<file path="src/rtl/clkmon_pkg.sv">
// Shared types and helpers for the clock monitor.
// Tolerance compare is done on 17 signed bits, so period widths up to 16 bits are supported.
package clkmon_pkg;

  typedef enum logic [1:0] {
    IDLE   = 2'd0,
    ACQ    = 2'd1,
    TRACK  = 2'd2,
    LOCKED = 2'd3
  } clkmon_state_e;

  localparam int CLKMON_CMP_W = 17;

  // |cnt - exp_p| <= tol, evaluated with one spare sign bit so no operand wraps
  function automatic logic in_tol(input logic [15:0] cnt,
                                  input logic [15:0] exp_p,
                                  input logic [15:0] tol);
    logic signed [CLKMON_CMP_W-1:0] w_diff;
    logic signed [CLKMON_CMP_W-1:0] w_abs;
    w_diff = $signed({1'b0, cnt}) - $signed({1'b0, exp_p});
    w_abs  = (w_diff < 17'sd0) ? -w_diff : w_diff;
    return (w_abs <= $signed({1'b0, tol}));
  endfunction

endpackage

</file>
<file path="src/rtl/sync_2ff.sv">
// Two-flop synchronizer for a single asynchronous bit, async reset to 0.
module sync_2ff (
  input  logic clk_i,
  input  logic rst_i,
  input  logic i_d,
  output logic o_q
);

  logic r_meta;
  logic r_sync;

  // metastability filter: two back-to-back flops in the clk_i domain
  always_ff @(posedge clk_i or posedge rst_i) begin
    if (rst_i) begin
      r_meta <= 1'b0;
      r_sync <= 1'b0;
    end else begin
      r_meta <= i_d;
      r_sync <= r_meta;
    end
  end

  assign o_q = r_sync;

endmodule

</file>
<file path="src/rtl/clock_monitor.sv">
// Measures mon_clk_i periods in clk_i cycles, tracks lock and reports errors/timeouts.
// Optional CLKMON_STICKY_ERR_EN: err_o becomes a sticky level cleared by err_clr_i.
module clock_monitor
  import clkmon_pkg::*;
#(
  parameter int PER_W      = 8,
  parameter int EXP_PERIOD = 2,
  parameter int TOL        = 0,
  parameter int LOCK_CNT   = 4,
  parameter int TIMEOUT    = 32
) (
  input  logic             clk_i,
  input  logic             rst_i,
  input  logic             enable_i,
  input  logic             mon_clk_i,
`ifdef CLKMON_STICKY_ERR_EN
  input  logic             err_clr_i,
`endif
  output logic [PER_W-1:0] period_o,
  output logic             period_valid_o,
  output logic             locked_o,
  output logic             err_o,
  output logic             timeout_o
);

  localparam int               GOOD_W    = $clog2(LOCK_CNT + 1);
  localparam logic [PER_W-1:0] CNT_MAX   = {PER_W{1'b1}};
  localparam logic [PER_W-1:0] TIMEOUT_V = PER_W'(TIMEOUT);
  localparam logic [GOOD_W-1:0] LOCK_V   = GOOD_W'(LOCK_CNT);

  clkmon_state_e     r_state;
  logic [PER_W-1:0]  r_cnt;
  logic [GOOD_W-1:0] r_good;
  logic [PER_W-1:0]  r_period;
  logic              r_period_valid;
  logic              r_locked;
  logic              r_err;
  logic              r_timeout;
  logic              r_mon_dly;

  logic              w_mon_sync;
  logic              w_rise;
  logic              w_good;
  logic [PER_W-1:0]  w_cnt_inc;

  sync_2ff u_sync (
    .clk_i (clk_i),
    .rst_i (rst_i),
    .i_d   (mon_clk_i),
    .o_q   (w_mon_sync)
  );

  assign w_rise    = w_mon_sync & ~r_mon_dly;
  assign w_cnt_inc = (r_cnt == CNT_MAX) ? r_cnt : r_cnt + PER_W'(1);
  // a saturated counter sits far above EXP_PERIOD+TOL, so it can never read as good
  assign w_good    = in_tol(16'(r_cnt), 16'(EXP_PERIOD), 16'(TOL));

  // edge-detect delay flop
  always_ff @(posedge clk_i or posedge rst_i) begin
    if (rst_i) begin
      r_mon_dly <= 1'b0;
    end else begin
      r_mon_dly <= w_mon_sync;
    end
  end

  // monitor FSM with period counter, lock counter and registered outputs
  always_ff @(posedge clk_i or posedge rst_i) begin
    if (rst_i) begin
      r_state        <= IDLE;
      r_cnt          <= '0;
      r_good         <= '0;
      r_period       <= '0;
      r_period_valid <= 1'b0;
      r_locked       <= 1'b0;
      r_err          <= 1'b0;
      r_timeout      <= 1'b0;
    end else begin
      r_period_valid <= 1'b0;
      r_timeout      <= 1'b0;
`ifdef CLKMON_STICKY_ERR_EN
      if (err_clr_i) begin
        r_err <= 1'b0;
      end
`else
      r_err <= 1'b0;
`endif
      if (!enable_i) begin
        r_state  <= IDLE;
        r_locked <= 1'b0;
        r_cnt    <= '0;
        r_good   <= '0;
      end else begin
        case (r_state)
          IDLE: begin
            r_state <= ACQ;
            r_cnt   <= '0;
          end
          ACQ, TRACK, LOCKED: begin
            if (w_rise) begin
              r_cnt <= PER_W'(1);
              if (r_state == ACQ) begin
                // first edge only aligns us; the partial period before it is discarded
                r_state <= TRACK;
              end else begin
                r_period       <= r_cnt;
                r_period_valid <= 1'b1;
                if (w_good) begin
                  if (r_state == TRACK) begin
                    r_good <= r_good + GOOD_W'(1);
                    if (r_good + GOOD_W'(1) == LOCK_V) begin
                      r_state  <= LOCKED;
                      r_locked <= 1'b1;
                    end
                  end
                end else begin
                  r_state  <= TRACK;
                  r_locked <= 1'b0;
                  r_good   <= '0;
                  r_err    <= 1'b1;
                end
              end
            end else if (r_cnt == TIMEOUT_V) begin
              r_state   <= ACQ;
              r_timeout <= 1'b1;
              r_locked  <= 1'b0;
              r_good    <= '0;
              r_cnt     <= '0;
`ifdef CLKMON_STICKY_ERR_EN
              r_err     <= 1'b1;
`endif
            end else begin
              r_cnt <= w_cnt_inc;
            end
          end
          default: begin
            r_state <= IDLE;
          end
        endcase
      end
    end
  end

  assign period_o       = r_period;
  assign period_valid_o = r_period_valid;
  assign locked_o       = r_locked;
  assign err_o          = r_err;
  assign timeout_o      = r_timeout;

endmodule

</file>
<file path="config.mk">
export PLATFORM = sky130hd
export DESIGN_NAME = clock_monitor
export DESIGN_NICKNAME = d
export VERILOG_FILES = /design/src/rtl/clkmon_pkg.sv /design/src/rtl/sync_2ff.sv /design/src/rtl/clock_monitor.sv
export SDC_FILE = /design/constraint.sdc
export NUM_CORES = 1
export LEC_CHECK = 0
export BUFFER_PORTS_ARGS = -buffer_cell sky130_fd_sc_hd__buf_2
export CAP_MARGIN = 25
export CORE_MARGIN = 2
export CORE_UTILIZATION = 40
export CTS_CLUSTER_DIAMETER = 100
export CTS_CLUSTER_SIZE = 25
export DETAILED_ROUTE_END_ITERATION = 16
export PLACE_DENSITY = 0.6
export SYNTH_ARGS = -nofsm -noshare
export SYNTH_HDL_FRONTEND = slang
export SYNTH_HIERARCHICAL = 1
export SYNTH_SLANG_ARGS = --single-unit
export TNS_END_PERCENT = 30
</file>
<file path="constraint.sdc">
create_clock -name clk_i -period 4.83 [get_ports clk_i]
set_clock_uncertainty 0.15 [all_clocks]
set_input_delay 0.7245 -clock clk_i [delete_from_list [all_inputs] [get_ports clk_i]]
set_output_delay 0.7245 -clock clk_i [all_outputs]
set_load 0.05 [all_outputs]
</file>
==> impl_metrics.json <==
{
  "rsz0062_at_grt": "false",
  "drv_slew": 0,
  "required_ps": 4870,
  "grt_antenna_before_repair": 0,
  "synthXorXnorAreaFrac_pct": 1.683,
  "die_y_um": 66.48,
  "drc": 0,
  "timing.rr.start": "r_cnt[2]",
  "cts-root-buf": "clkbuf_8",
  "route.vias.total": 1224,
  "cts_tree": "done",
  "drive_gt1_share_pct": 16.09,
  "ios": 16,
  "grt_overflow_total": 0,
  "cts.sinks": 28,
  "syn2layout_area_growth_pct": 9.936,
  "seq_area_frac_synth_pct": 44.87,
  "final-setup-viol-count": 0,
  "synth_ff_type": "dfrtp_1",
  "worstSetupPathType": "register to register",
  "cts_made_buffers": 3,
  "p_total_w": 0.0004396,
  "synthAdderAreaFrac_pct": 6.410,
  "final_common_cell": "dfrtp_1",
  "first_global_vias": 1151,
  "tightest_slew_ps": 777.4,
  "synth.avg_cell_area_um2": 9.639,
  "die_area_um2": 4420,
  "dpl.hpwl_mm": 2.217,
  "end_kind": "register",
  "r2r_slack_ps": 2530,
  "synth-seq-cells": 28,
  "regToRegEndpoint": "locked_o",
  "min_period_over_period_pct": 47.63,
  "htreeDepth": 1,
  "cts_resized": 0,
  "ant_nets": 0,
  "io_buffers": 15,
  "drt_iter0_drc": 93,
  "reg2reg_depth": 6,
  "hold_viol": 0,
  "max_freq_mhz": 434.6,
  "hold_class": "input pin to async pin",
  "wl_mm": 3.069,
  "diodes": 0,
  "powerDensity_nw_per_um2": 256.1,
  "grt_max_degree": 27,
  "placement_rows": 22,
  "ctsLongestPathBuffers": 2,
  "critPathLaunch": "r_cnt[2]",
  "via_per_inst": 5.514,
  "grt_util_all_layers_pct": 15.13,
  "worstPathArrival_ps": 2340,
  "hold_buffers": 0,
  "wl_per_cell_um": 13.82,
  "layout_common_cells": "dfrtp_1, nand2_1, buf_2",
  "initial_utilization_pct": 42.02,
  "synth_top_family_by_area": "simple AND/OR/NAND/NOR gates",
  "synthMuxAreaShare_pct": 2.644,
  "first_pass_iters": 4,
  "slew_headroom_pct": 47.99,
  "place_congestion": 0.8663,
  "clk_latency_ps": 280,
  "fp.dieW_um": 66.48,
  "async_flop_share_pct": 100.0,
  "synth_nets": 174,
  "grt_pass1_wl_mm": 5.195,
  "fin_crit_ps": 2301,
  "post_cts_buffers": 0,
  "cp-start-kind": "register",
  "run_status": "complete, no violations",
  "final_nets": 187,
  "fillers": 349,
  "synth_warnings": 6,
  "synth.distinct_cells": 44,
  "synth-simple-area-share_pct": 24.12,
  "cp_max_fo": 10,
  "synth_compound_area_share_pct": 14.66,
  "maxCapViolations": 0,
  "synth_edf_count": 0,
  "hold_ws_ps": 141.2,
  "clk_pin_slew_worst_paths_ps": 100,
  "syn_area_um2": 1561,
  "peakVddDrop_mv": 0.1288,
  "tns_ps": 0,
  "synthCells": 162,
  "coreArea_um2": 3716,
  "power_leakage_nw": 0.7929
}
[cells by family after synthesis]
logic type	after synthesis
flip-flops	28
AO/OA/AOI/OAI	33
adder cells (fa/ha/maj)	8
XOR/XNOR	3
AND/OR/NAND/NOR	68
buffers and inverters	18
multiplexers	4
[how the worst max path moves through the flow]
stage,to,depth (start not counted)
after CTS,r_good[0],6
after global routing,locked_o,6
final,locked_o,6
after floorplan,locked_o,7
after detailed placement,r_state[1],5
after global placement,r_state[1],5
[report_power, final]
| part | leakage [nW] | internal [W] | switching, W |
|---|---|---|---|
| Sequential | 0.380 | 0.000240 | 0.00000784 |
| Combinational | 0.384 | 0.0000149 | 0.0000300 |
| Clock | 0.0288 | 0.0000730 | 0.0000734 |
| Total | 0.793 | 0.000328 | 0.000111 |
[area by class of cell]
| type | instances | area (um2) | area share (%) |
|---|---|---|---|
| flip-flops and latches | 28 | 700.7 | 40.82 |
| inverters | 10 | 37.54 | 2.187 |
| repair buffers | 16 | 90.09 | 5.248 |
| well taps | 48 | 60.06 | 3.499 |
| multi-input cells | 116 | 773.2 | 45.04 |
| clock buffers | 4 | 55.05 | 3.207 |
[state kept, by name (all words and copies together), names as in the netlist]
signal and cells:
locked_o 1, err_o 1, timeout_o 1, u_sync/o_q 1, r_mon_dly 1, r_good 3
period_o 8, r_cnt 8, u_sync/r_meta 1, period_valid_o 1, r_state 2
[worst max-delay path, cell delays in order (launching register included)]
cell      delay [ps]
dfrtp_1          590
inv_1            140
ha_1             290
nand2_1           50
nor4_2           440
nand3_1          250
a221oi_2         300
[metal layers]
metal | track usage, % | wire (um) | vias up
li1 | - | - | 598
met3 | 3.041 | 118 | 4
met1 | 20.36 | 1477 | 591
met2 | 24.63 | 1449 | 31
met5 | 0 | 0 | -
met4 | 4.337 | 23 | 0
[cell usage after synthesis (3+ instances only)]
| cell type | instances | area share [%] |
|---|---|---|
| nand3b_1 | 4 | 1.9 |
| inv_1 | 10 | 2.4 |
| nand3_1 | 7 | 2.2 |
| nand2b_1 | 3 | 1.2 |
| buf_2 | 3 | 0.96 |
| a31oi_1 | 3 | 1.2 |
| nand4_1 | 4 | 1.6 |
| o21ai_0 | 11 | 3.5 |
| nand2_1 | 27 | 6.5 |
| nor2_1 | 7 | 1.7 |
| dfrtp_1 | 28 | 45 |
| ha_1 | 8 | 6.4 |
| mux2i_1 | 3 | 1.9 |
| o211ai_1 | 3 | 1.4 |
| a211oi_1 | 3 | 1.4 |
| a21oi_1 | 4 | 1.3 |
[stage by stage]
stage / cell area (um2) / worst slack (ps) / util (%) / cells
floorplan: 1562 / 2889 / - / 162
global placement: 1647 / 2578 / 44.31 / 217
detailed placement: 1647 / 2473 / 44.31 / 217
CTS: 1702 / 2557 / 45.79 / 221
global route: 1717 / 2397 / 46.20 / 222
finish: 1717 / 2529 / 46.20 / 222
(Power assumes the default switching activity.)
